--- src/rtl/seq_comp.sv ---
// seq_comp: multi-cycle magnitude comparator for the integer ALU path.
//
// The operands are compared CHUNK bits per cycle, starting with the most
// significant chunk. The compare stops at the first chunk that differs.
// Signed and unsigned compares are selected per operation, and six
// relational ops are supported.
//
// Ports:
//   clk        clock; all state updates on the rising edge
//   rst        synchronous, active-high reset
//   in_valid   operands and op are valid
//   in_ready   block can accept an operation (IDLE only)
//   a, b       WIDTH-bit operands
//   inst       op: 100 eq, 101 lt, 110 gt, 000 ne, 001 ge, 010 le
//   sgn        1 = two's-complement compare, 0 = unsigned
//   out_valid  result is valid (DONE)
//   out_ready  consumer accepts the result
//   s          compare result
//   err        inst was illegal (011 or 111); valid with out_valid
//
// state | meaning
// ------+-----------------------------------------------------------
// IDLE  | waiting for in_valid; operands are captured on acceptance
// CMP   | examining chunk idx; one chunk per cycle, MSB chunk first
// DONE  | s/err held; waiting for out_ready
module seq_comp #(
  parameter int WIDTH = 32,
  parameter int CHUNK = 8
) (
  input  logic             clk,
  input  logic             rst,
  input  logic             in_valid,
  output logic             in_ready,
  input  logic [WIDTH-1:0] a,
  input  logic [WIDTH-1:0] b,
  input  logic [2:0]       inst,
  input  logic             sgn,
  output logic             out_valid,
  input  logic             out_ready,
  output logic             s,
  output logic             err
);

  localparam int NCHUNK = WIDTH / CHUNK;
  localparam int IDXW   = (NCHUNK > 1) ? $clog2(NCHUNK) : 1;
  localparam logic [IDXW-1:0] IDX_TOP = IDXW'(NCHUNK - 1);

  typedef enum logic [1:0] {
    S_IDLE = 2'd0,
    S_CMP  = 2'd1,
    S_DONE = 2'd2
  } state_t;

  typedef enum logic [1:0] {
    REL_EQ = 2'd0,
    REL_LT = 2'd1,
    REL_GT = 2'd2
  } rel_t;

  state_t           state_q, state_d;
  logic [WIDTH-1:0] a_q, a_d;
  logic [WIDTH-1:0] b_q, b_d;
  logic [2:0]       inst_q, inst_d;
  logic             sgn_q, sgn_d;
  logic [IDXW-1:0]  idx_q, idx_d;
  logic             s_q, s_d;
  logic             err_q, err_d;

  logic [CHUNK-1:0] msb_mask;
  logic [CHUNK-1:0] flip;
  logic [CHUNK-1:0] ca, cb;
  rel_t             rel;
  logic             finish;
  logic             illegal;
  logic             res;

  always_comb begin
    msb_mask = '0;
    msb_mask[CHUNK-1] = 1'b1;
  end

  // Select the current chunk with constant indices only.
  always_comb begin
    ca = '0;
    cb = '0;
    for (int i = 0; i < NCHUNK; i++) begin
      if (idx_q == IDXW'(i)) begin
        ca = a_q[i*CHUNK +: CHUNK];
        cb = b_q[i*CHUNK +: CHUNK];
      end
    end
  end

  // Inverting the sign bit of the top chunk in both operands maps
  // two's-complement ordering onto unsigned ordering.
  assign flip = (sgn_q && (idx_q == IDX_TOP)) ? msb_mask : '0;

  always_comb begin
    rel    = REL_EQ;
    finish = 1'b0;
    if ((ca ^ flip) != (cb ^ flip)) begin
      rel    = ((ca ^ flip) > (cb ^ flip)) ? REL_GT : REL_LT;
      finish = 1'b1;
    end else if (idx_q == '0) begin
      rel    = REL_EQ;
      finish = 1'b1;
    end
  end

  assign illegal = (inst_q[1:0] == 2'b11);

  always_comb begin
    res = 1'b0;
    case (inst_q)
      3'b100:  res = (rel == REL_EQ);
      3'b000:  res = (rel != REL_EQ);
      3'b101:  res = (rel == REL_LT);
      3'b110:  res = (rel == REL_GT);
      3'b010:  res = (rel != REL_GT);
      3'b001:  res = (rel != REL_LT);
      default: res = 1'b0;
    endcase
  end

  always_comb begin
    state_d = state_q;
    a_d     = a_q;
    b_d     = b_q;
    inst_d  = inst_q;
    sgn_d   = sgn_q;
    idx_d   = idx_q;
    s_d     = s_q;
    err_d   = err_q;
    case (state_q)
      S_IDLE: begin
        if (in_valid) begin
          a_d     = a;
          b_d     = b;
          inst_d  = inst;
          sgn_d   = sgn;
          idx_d   = IDX_TOP;
          state_d = S_CMP;
        end
      end
      S_CMP: begin
        if (finish) begin
          s_d     = res;
          err_d   = illegal;
          state_d = S_DONE;
        end else begin
          idx_d = idx_q - 1'b1;
        end
      end
      S_DONE: begin
        if (out_ready) begin
          state_d = S_IDLE;
        end
      end
      default: state_d = S_IDLE;
    endcase
  end

  always_ff @(posedge clk) begin
    if (rst) begin
      state_q <= S_IDLE;
      a_q     <= '0;
      b_q     <= '0;
      inst_q  <= '0;
      sgn_q   <= 1'b0;
      idx_q   <= '0;
      s_q     <= 1'b0;
      err_q   <= 1'b0;
    end else begin
      state_q <= state_d;
      a_q     <= a_d;
      b_q     <= b_d;
      inst_q  <= inst_d;
      sgn_q   <= sgn_d;
      idx_q   <= idx_d;
      s_q     <= s_d;
      err_q   <= err_d;
    end
  end

  assign in_ready  = (state_q == S_IDLE);
  assign out_valid = (state_q == S_DONE);
  assign s         = s_q;
  assign err       = err_q;

endmodule

--- config.mk ---
export PLATFORM = sky130hd
export DESIGN_NAME = seq_comp
export DESIGN_NICKNAME = d
export VERILOG_FILES = /design/src/rtl/seq_comp.sv
export SDC_FILE = /design/constraint.sdc
export NUM_CORES = 1
export LEC_CHECK = 0
export CAP_MARGIN = 20
export CORE_MARGIN = 2
export CORE_UTILIZATION = 50
export DETAILED_ROUTE_END_ITERATION = 10
export PLACE_DENSITY = 0.79
export SYNTH_ARGS = -nofsm -noshare
export SYNTH_HDL_FRONTEND = slang
export SYNTH_SLANG_ARGS = --single-unit
--- constraint.sdc ---
create_clock -name clk -period 8.79 [get_ports clk]
set_clock_uncertainty 0.15 [all_clocks]
set_input_delay 0.879 -clock clk [delete_from_list [all_inputs] [get_ports clk]]
set_output_delay 0.879 -clock clk [all_outputs]
set_load 0.02 [all_outputs]
==> metrics.yaml, run 1 <==
synth_edf_count: 0
die_x_um: 87.0
ir_drop_uv: 84.7
cp.arrival_ns: 3.86
seq_area_frac_synth_pct: 43.0
path_max_fanout: 32
r2r_setup_slack_ns: 5.05
clockBufferDepth: 2
cts_inserted_buffers: 9
num_io_pins: 76
grt_pass1_vias: 3040
cpMostUsedCell: "nor2_1"
portBuffers: 75
slowest_delay_ns: 0.87
syn_inst: 483
end_kind: "flop"
drive_gt1_share_pct: 5.35
yosys.area.top_type: "dfxtp_1"
wl_per_cell_um: 13.2
htreeDepth: 3
synth.avg_cell_area_um2: 7.13
clock_sinks: 74
ctsHoldBuffers: 0
avgViaCountPerCell: 5.32
routed_wl_mm: 8.20
finalSetupViolations: 0
yosys_warnings: 0
fp.coreArea_mm2: 0.00672
row_count: 30
area_delta_synth_final_pct: 29.4
endpoint: "s"
cts_setup_buffers: 0
dr.pass1.iters: 4
hold_path.class: "reg2reg"
async_reset_ff_share_pct: 0
min_period_over_period_pct: 42.5
slew_headroom_pct: 30.0
cts_tree: "done"
drtIter0Drc: 190
status: "complete, no violations"
final_hold_viol_count: 0
syn_nets: 567
netlist_area_mm2: 0.00345
synthDistinctLibCells: 32
startpoint: "idx_q[0]"
grt_max_degree: 75
grt_pass1_wl_mm: 13.3
ant_nets: 0
start_util_pct: 51.3
vias: 3306
die_area_mm2: 0.00757
worst_pin_slew_ns: 1.05
dp_hpwl_mm: 5.66
p_leak_nw: 1.67
p_total_uw: 935
synth_seq_cells: 74
yosysTopAreaCellShare_pct: 43.0
fin_crit_ns: 3.74
clkTransAtPathRegs_ns: 0.07
post-route-util_pct: 66.4
ys.flop_type: "dfxtp_1"
rr_endpoint: "s"
rsz0062_at_grt: "no"
setup_tns_ns: 0
cts-root-buf: "clkbuf_8"
synth.area.top_cells: "dfxtp_1 (43%), nand2_1 (19%), a21oi_1 (14%), ha_1 (4.4%), nor2_1 (3.5%)"
track_usage_pct: 22.5
cp.required_ns: 8.91
startpoint_type: "flop"
cpMaxStageDelayCell: "ha_1"
clkLatencyLatePin_ns: 0.35
reg2reg_from: "idx_q[0]"
max_clock_freq_mhz: 267
n_antenna_cell: 0
antenna_found_initial: 0
power_density_mw_per_mm2: 210
post_cts_resized: 0
cap_violations: 0
crit_chain: "ha_1, nor2_1, a21oi_1, nor2_1, a21oi_1, o21ai_0, ha_1, nand4_1, nor3_1, or2_2, nor2_1, a211o_1, a31oi_1"
drv_slew: 0
die_y_um: 87.0
critical_path_class: "reg2reg"
gr-total-overflow: 0
gp_congestion: 0.884
netlist_top_cells_count: "nand2_1 (171), a21oi_1 (96), dfxtp_1 (74)"
num-nets-final: 621
yosysMostFrequentCell: "nand2_1"
reg2regPathDepth: 13
drc_errors: 0
## critical path: cells and delay by family, from the launching register on
family	cells	cell delay (ns)
flip-flops	1	0.41
AND/OR/NAND/NOR	6	1.02
adder cells (fa/ha/maj)	2	1.23
AO/OA/AOI/OAI	5	0.84
## layout by cell type (no fill, tap or decap), types with 3 or more instances in the layout
master,instances
o21ai_0,18
or2_2,3
nor3_1,5
mux2i_1,8
a211oi_1,3
clkbuf_8,11
ha_1,12
bufinv_16,3
inv_1,3
a21oi_1,96
dfxtp_1,74
clkdlybuf4s50_1,74
nor2_1,32
nand2b_1,3
xnor2_1,3
nand2_1,170
## metal layers
layer | up-vias | part of all wire (%) | routed length (um) | global-route usage, %
li1 | 1703 | - | - | -
met4 | 0 | 2.6 | 215 | 11.6
met1 | 1507 | 45 | 3650 | 28.0
met2 | 78 | 49 | 4010 | 36.2
met3 | 18 | 3.9 | 322 | 5.31
met5 | - | 0 | 0 | 0
## final cells by class
cell class	instances	area (um2)
clock buffer	12	155
clock inverter	4	97.6
fill	597	2260
inverter	4	15.0
multi-input combinational	370	1820
sequential	74	1480
tap	80	100
timing repair buffer	78	793
## logic make-up after synthesis
logic type | share of synthesized area [%]
AND/OR/NAND/NOR | 26.0
AO/OA/AOI/OAI | 18.8
flip-flops | 43.0
buffers and inverters | 4.39
adder cells (fa/ha/maj) | 4.36
multiplexers | 2.65
XOR/XNOR | 0.763
## worst min path at each step
stage	from	to	cells past startpoint
global route	a_q[16]	a_q[16]	2
detailed placement	b_q[15]	b_q[15]	2
floorplan	state_q[1]	state_q[0]	1
CTS	a_q[16]	a_q[16]	2
finish	a_q[16]	a_q[16]	2
global placement	b_q[15]	b_q[15]	2
## through the flow
step / setup WS [ns] / area (um2) / hold slack (ns) / cells
2_1_floorplan: 5.77 / 3450 / 0.281 / 483
3_3_place_gp: 5.28 / 4170 / 0.294 / 604
3_5_place_dp: 5.06 / 4190 / 0.297 / 605
4_1_cts: 5.03 / 4440 / 0.307 / 621
5_1_grt: 4.69 / 4460 / 0.330 / 622
6_report: 5.05 / 4460 / 0.306 / 622
## where the power goes
part           switching, mW  total [mW]  leakage, nW  internal, mW
clock                  0.123       0.327        0.123         0.204
sequential            0.0183       0.383        0.608         0.364
combinational          0.128       0.225        0.940        0.0967
total                  0.270       0.935         1.67         0.665
## registers in the layout, indices dropped and copies added (netlist names)
signal   flops
s            1
inst_q       3
state_q      2
a_q         32
sgn_q        1
idx_q        2
b_q         32
err          1
(Power assumes the default switching activity.)
==> run 2: changes to the inputs <==
Clock period 8.79 ns to 3.9 ns, I/O delays scaled along.
==> metrics.yaml, run 2 (synthesis results as in run 1) <==
multiInputGateArea_mm2: 0.00182  # unchanged
num_io_pins: 76  # unchanged
post-route-util_pct: 65.7  # was 66.4%
power_density_mw_per_mm2: 447  # was 210 mW/mm2
layout_commonest_cell: "nand2_1"  # unchanged
num-nets-final: 623  # was 621
reg.largest.list: "a_q x32, b_q x32, inst_q x3"  # unchanged
clkTransAtPathRegs_ns: 0.07  # about the same
gp_congestion: 0.892  # was 0.884
post_cts_resized: 0  # unchanged
cp.required_ns: 4.00  # was 8.91 ns
row_count: 30  # unchanged
p_leak_nw: 1.66  # was 1.67 nW
dr.pass1.iters: 4  # unchanged
ctsHoldBuffers: 0  # unchanged
routed_wl_mm: 8.21  # was 8.20 mm
rsz0062_at_grt: "no"  # unchanged
drtIter0Drc: 184  # was 190
finalSetupViolations: 0  # unchanged
htreeDepth: 3  # unchanged
p_total_mw: 1.97  # was 935 uW
ir_drop_uv: 245  # was 84.7 uV
path_max_fanout: 18  # was 32
critical_path_class: "reg2reg"  # unchanged
seqCellArea_mm2: 0.00148  # unchanged
die_x_um: 87.0  # unchanged
end_kind: "flop"  # unchanged
start_util_pct: 51.3  # unchanged
cts_inserted_buffers: 9  # unchanged
startpoint_type: "flop"  # unchanged
fp.coreArea_mm2: 0.00672  # unchanged
grt_pass1_vias: 3011  # was 3040
min_period_over_period_pct: 90.8  # was 42.5%
antenna_found_initial: 0  # unchanged
drive_gt1_share_pct: 5.88  # was 5.35%
clkLatencyLatePin_ns: 0.35  # about the same
grt_max_degree: 75  # unchanged
worst_pin_slew_ns: 0.918  # was 1.05 ns
cts_setup_buffers: 0  # unchanged
grt_pass1_wl_mm: 13.2  # was 13.3 mm
clockBufferDepth: 2  # unchanged
gr-total-overflow: 0  # unchanged
cts_tree: "done"  # unchanged
die_area_mm2: 0.00757  # unchanged
vias: 3238  # was 3306
slew_headroom_pct: 38.8  # was 30.0%
final_hold_viol_count: 0  # unchanged
drc_errors: 0  # unchanged
drv_slew: 0  # unchanged
cap_violations: 0  # unchanged
die_y_um: 87.0  # unchanged
max_clock_freq_mhz: 282  # was 267 MHz
avgViaCountPerCell: 5.19  # was 5.32
track_usage_pct: 22.5  # about the same
cts-root-buf: "clkbuf_8"  # unchanged
fillerInstances: 598  # was 597
clock_sinks: 74  # unchanged
setup_tns_ns: 0  # unchanged
fin_crit_ns: 3.54  # was 3.74 ns
area_delta_synth_final_pct: 28.1  # was 29.4%
ant_nets: 0  # unchanged
wl_per_cell_um: 13.2  # about the same
dp_hpwl_mm: 5.77  # was 5.66 mm
hold_path.class: "reg2reg"  # unchanged
cp.arrival_ns: 3.64  # was 3.86 ns
layout_common_cells: "nand2_1 (170), a21oi_1 (96), dfxtp_1 (74), clkdlybuf4s50_1 (74), nor2_1 (32)"  # unchanged
portBuffers: 75  # unchanged
n_antenna_cell: 0  # unchanged
status: "complete, no violations"  # unchanged
## run 2: worst max-delay path, cell delays in order, from the launching register on
cell	delay (ns)
dfxtp_1	0.42
inv_1	0.09
ha_1	0.41
nand2_1	0.15
nor2_1	0.05
a21oi_1	0.15
nor2_1	0.08
a211oi_1	0.23
a21oi_1	0.07
ha_1	0.42
nand4_2	0.19
or2_2	0.36
nor3_2	0.30
nor3_1	0.10
a211oi_1	0.28
## run 2: path summary, 6_finish.rpt
path	cells past startpoint	startpoint	slack (ns)	to
max	14	idx_q[0]	0.36	idx_q[0]
min	2	b_q[20]	0.31	b_q[20]
max reg2reg	14	idx_q[0]	0.36	idx_q[0]
min reg2reg	2	b_q[20]	0.31	b_q[20]
## run 2: per-stage QoR
stage	worst slack, ns	hold WS, ns	instance area (um2)	std cells
finish	0.357	0.306	4410	624
global route	0.0851	0.325	4410	624
CTS	0.366	0.306	4410	624
detailed placement	0.403	0.297	4210	608
global placement	0.594	0.294	4190	607
floorplan	0.882	0.281	3450	483
## run 2: area by class of cell
| class | instances | share of cell area [%] |
|---|---|---|
| sequential | 74 | 33.6 |
| clock buffer | 11 | 3.43 |
| inverter | 4 | 0.340 |
| tap | 80 | 2.27 |
| clock inverter | 5 | 1.19 |
| timing repair buffer | 80 | 18.0 |
| multi-input combinational | 370 | 41.2 |
## run 2: metal layers
metal  routed length [um]  global-route usage (%)  share of wire, %
met1                 3610                    27.5                44
met2                 4090                    38.5                50
met3                  423                    5.02               5.2
met4                   91                    8.66               1.1
met5                    0                       0                 0
## run 2: report_power, final
part	internal, mW	total, mW	leakage [nW]	switching (mW)
combinational	0.218	0.504	0.946	0.286
clock	0.327	0.603	0.105	0.276
sequential	0.821	0.866	0.608	0.0444
total	1.37	1.97	1.66	0.606
==> run 3: changes to the inputs <==
Settings changed: CELL_PAD_IN_SITES_DETAIL_PLACEMENT from default to 0, CELL_PAD_IN_SITES_GLOBAL_PLACEMENT from default to 1, CORE_MARGIN 2 to 1, CORE_UTILIZATION 50 to 36, CTS_CLUSTER_SIZE from default to 10, PLACE_DENSITY 0.79 to 0.8.
==> metrics.yaml, run 3 (synthesis results as in run 1) <==
ir_drop_uv: 173  # was 245 uV
hold_path.startpoint: "a_q[15]"  # was b_q[20]
cap_violations: 0  # unchanged
cp.arrival_ns: 3.53  # was 3.64 ns
fin_crit_ns: 3.43  # was 3.54 ns
post_cts_resized: 0  # unchanged
power_frac_clock_pct: 34.0  # was 30.6%
fillerInstances: 949  # was 598
clock_sinks: 74  # unchanged
min_period_over_period_pct: 87.9  # was 90.8%
fp.coreArea_mm2: 0.00924  # was 0.00672 mm2
avgViaCountPerCell: 4.80  # was 5.19
grt_max_degree: 48  # was 75
max_clock_freq_mhz: 292  # was 282 MHz
drtIter0Drc: 131  # was 184
num_io_pins: 76  # unchanged
cts_setup_buffers: 0  # unchanged
grt_pass1_vias: 3066  # was 3011
clkLatencyLatePin_ns: 0.34  # was 0.35 ns
cp.required_ns: 4.00  # about the same
finalSetupViolations: 0  # unchanged
status: "complete, no violations"  # unchanged
p_total_mw: 2.08  # was 1.97 mW
end_kind: "flop"  # unchanged
clkTransAtPathRegs_ns: 0.07  # about the same
internal_power_mw: 1.46  # was 1.37 mW
startpoint: "idx_q[0]"  # unchanged
worst_pin_slew_ns: 0.681  # was 0.918 ns
p_seq_share_pct: 41.6  # was 43.9%
start_util_pct: 37.3  # was 51.3%
startpoint_type: "flop"  # unchanged
clockBufferDepth: 2  # unchanged
die_area_mm2: 0.00997  # was 0.00757 mm2
whs_path_depth: 2  # unchanged
rsz0062_at_grt: "no"  # unchanged
layout_commonest_cell: "nand2_1"  # unchanged
pwr-share-comb_pct: 24.4  # was 25.5%
antenna_found_initial: 0  # unchanged
drive_gt1_share_pct: 6.06  # was 5.88%
cts_inserted_buffers: 9  # unchanged
routed_wl_mm: 8.38  # was 8.21 mm
setup_tns_ns: 0  # unchanged
reg2reg_from: "idx_q[0]"  # unchanged
drc_errors: 0  # unchanged
portBuffers: 75  # unchanged
layout_common_cells: "nand2_1 (170), a21oi_1 (96), dfxtp_1 (74), clkdlybuf4s50_1 (74), nor2_1 (32)"  # unchanged
critical_path_class: "reg2reg"  # unchanged
row_count: 35  # was 30
path_max_fanout: 18  # unchanged
ctsHoldBuffers: 0  # unchanged
dr.pass1.iters: 4  # unchanged
dp_hpwl_mm: 6.10  # was 5.77 mm
reg2regPathDepth: 14  # unchanged
hold-worst-slack_ns: 0.306  # about the same
grt_pass1_wl_mm: 13.9  # was 13.2 mm
ant_nets: 0  # unchanged
cts_tree: "done"  # unchanged
power_density_mw_per_mm2: 460  # was 447 mW/mm2
track_usage_pct: 17.6  # was 22.5%
htreeDepth: 3  # unchanged
p_sw_uw: 613  # was 606 uW
slew_headroom_pct: 54.6  # was 38.8%
cts-root-buf: "clkbuf_8"  # unchanged
num-nets-final: 624  # was 623
p_leak_nw: 1.68  # was 1.66 nW
reg.largest.list: "a_q x32, b_q x32, inst_q x3"  # unchanged
switching_share_pct: 29.5  # was 30.7%
gr-total-overflow: 0  # unchanged
wl_per_cell_um: 12.4  # was 13.2 um
gp_congestion: 0.774  # was 0.892
n_antenna_cell: 0  # unchanged
drv_slew: 0  # unchanged
area_delta_synth_final_pct: 31.2  # was 28.1%
die_y_um: 99.8  # was 87.0 um
die_x_um: 99.8  # was 87.0 um
hold_path.class: "reg2reg"  # unchanged
final_hold_viol_count: 0  # unchanged
vias: 3233  # was 3238
run 3: changes by cell type in the layout (fill, tap and decap cells not counted), sizes merged:
cell / change
buf: +1
clkbuf: -2
clkinvlp: -1
clkinv: +1
bufinv: +2
run 3: path summary, 6_finish.rpt:
| check | slack (ns) | end |
|---|---|---|
| worst min-delay path | 0.31 | a_q[15] |
| worst max register to register | 0.47 | idx_q[0] |
| worst min register to register | 0.31 | a_q[15] |
| worst max-delay path | 0.47 | idx_q[0] |
run 3: worst max-delay path: stages (launching register included):
cell,delay (ns)
dfxtp_1,0.41
inv_1,0.10
ha_1,0.44
nand2_1,0.15
nor2_1,0.05
a21oi_1,0.12
nor2_1,0.08
a211oi_1,0.27
a21oi_1,0.08
ha_1,0.36
nand4_2,0.17
or2_2,0.35
nor3_2,0.28
nor3_1,0.09
a211oi_1,0.25
run 3: layout make-up:
type / count / area, um2 / share of cell area, %
clock inverter: 7 / 118 / 2.60
timing repair buffer: 81 / 803 / 17.8
inverter: 4 / 15.0 / 0.332
sequential: 74 / 1480 / 32.8
clock buffer: 9 / 124 / 2.74
tap: 129 / 161 / 3.57
multi-input combinational: 370 / 1820 / 40.2
run 3: stage by stage:
step / setup slack (ns) / std cells / instance area (um2) / util, %
2_1_floorplan: 0.882 / 483 / 3450 / -
3_3_place_gp: 0.563 / 657 / 4260 / 46.1
3_5_place_dp: 0.504 / 658 / 4280 / 46.3
4_1_cts: 0.462 / 674 / 4520 / 48.9
5_1_grt: 0.137 / 674 / 4520 / 48.9
6_report: 0.471 / 674 / 4520 / 48.9
run 3: layer usage:
layer	vias up	wire [um]	track usage, %
met5	-	0	0
met4	0	133	6.79
met3	13	316	3.27
met2	63	3830	28.4
met1	1449	4100	23.4
li1	1708	-	-
run 3: power groups by stage:
stage	sequential, mW	clock, mW	combinational, mW
5_1_grt	0.873	0.761	0.574
4_1_cts	0.865	0.725	0.511
3_5_place_dp	0.882	0	0.508
3_3_place_gp	0.881	0	0.490
6_report	0.865	0.706	0.506
2_1_floorplan	0.869	0	0.345
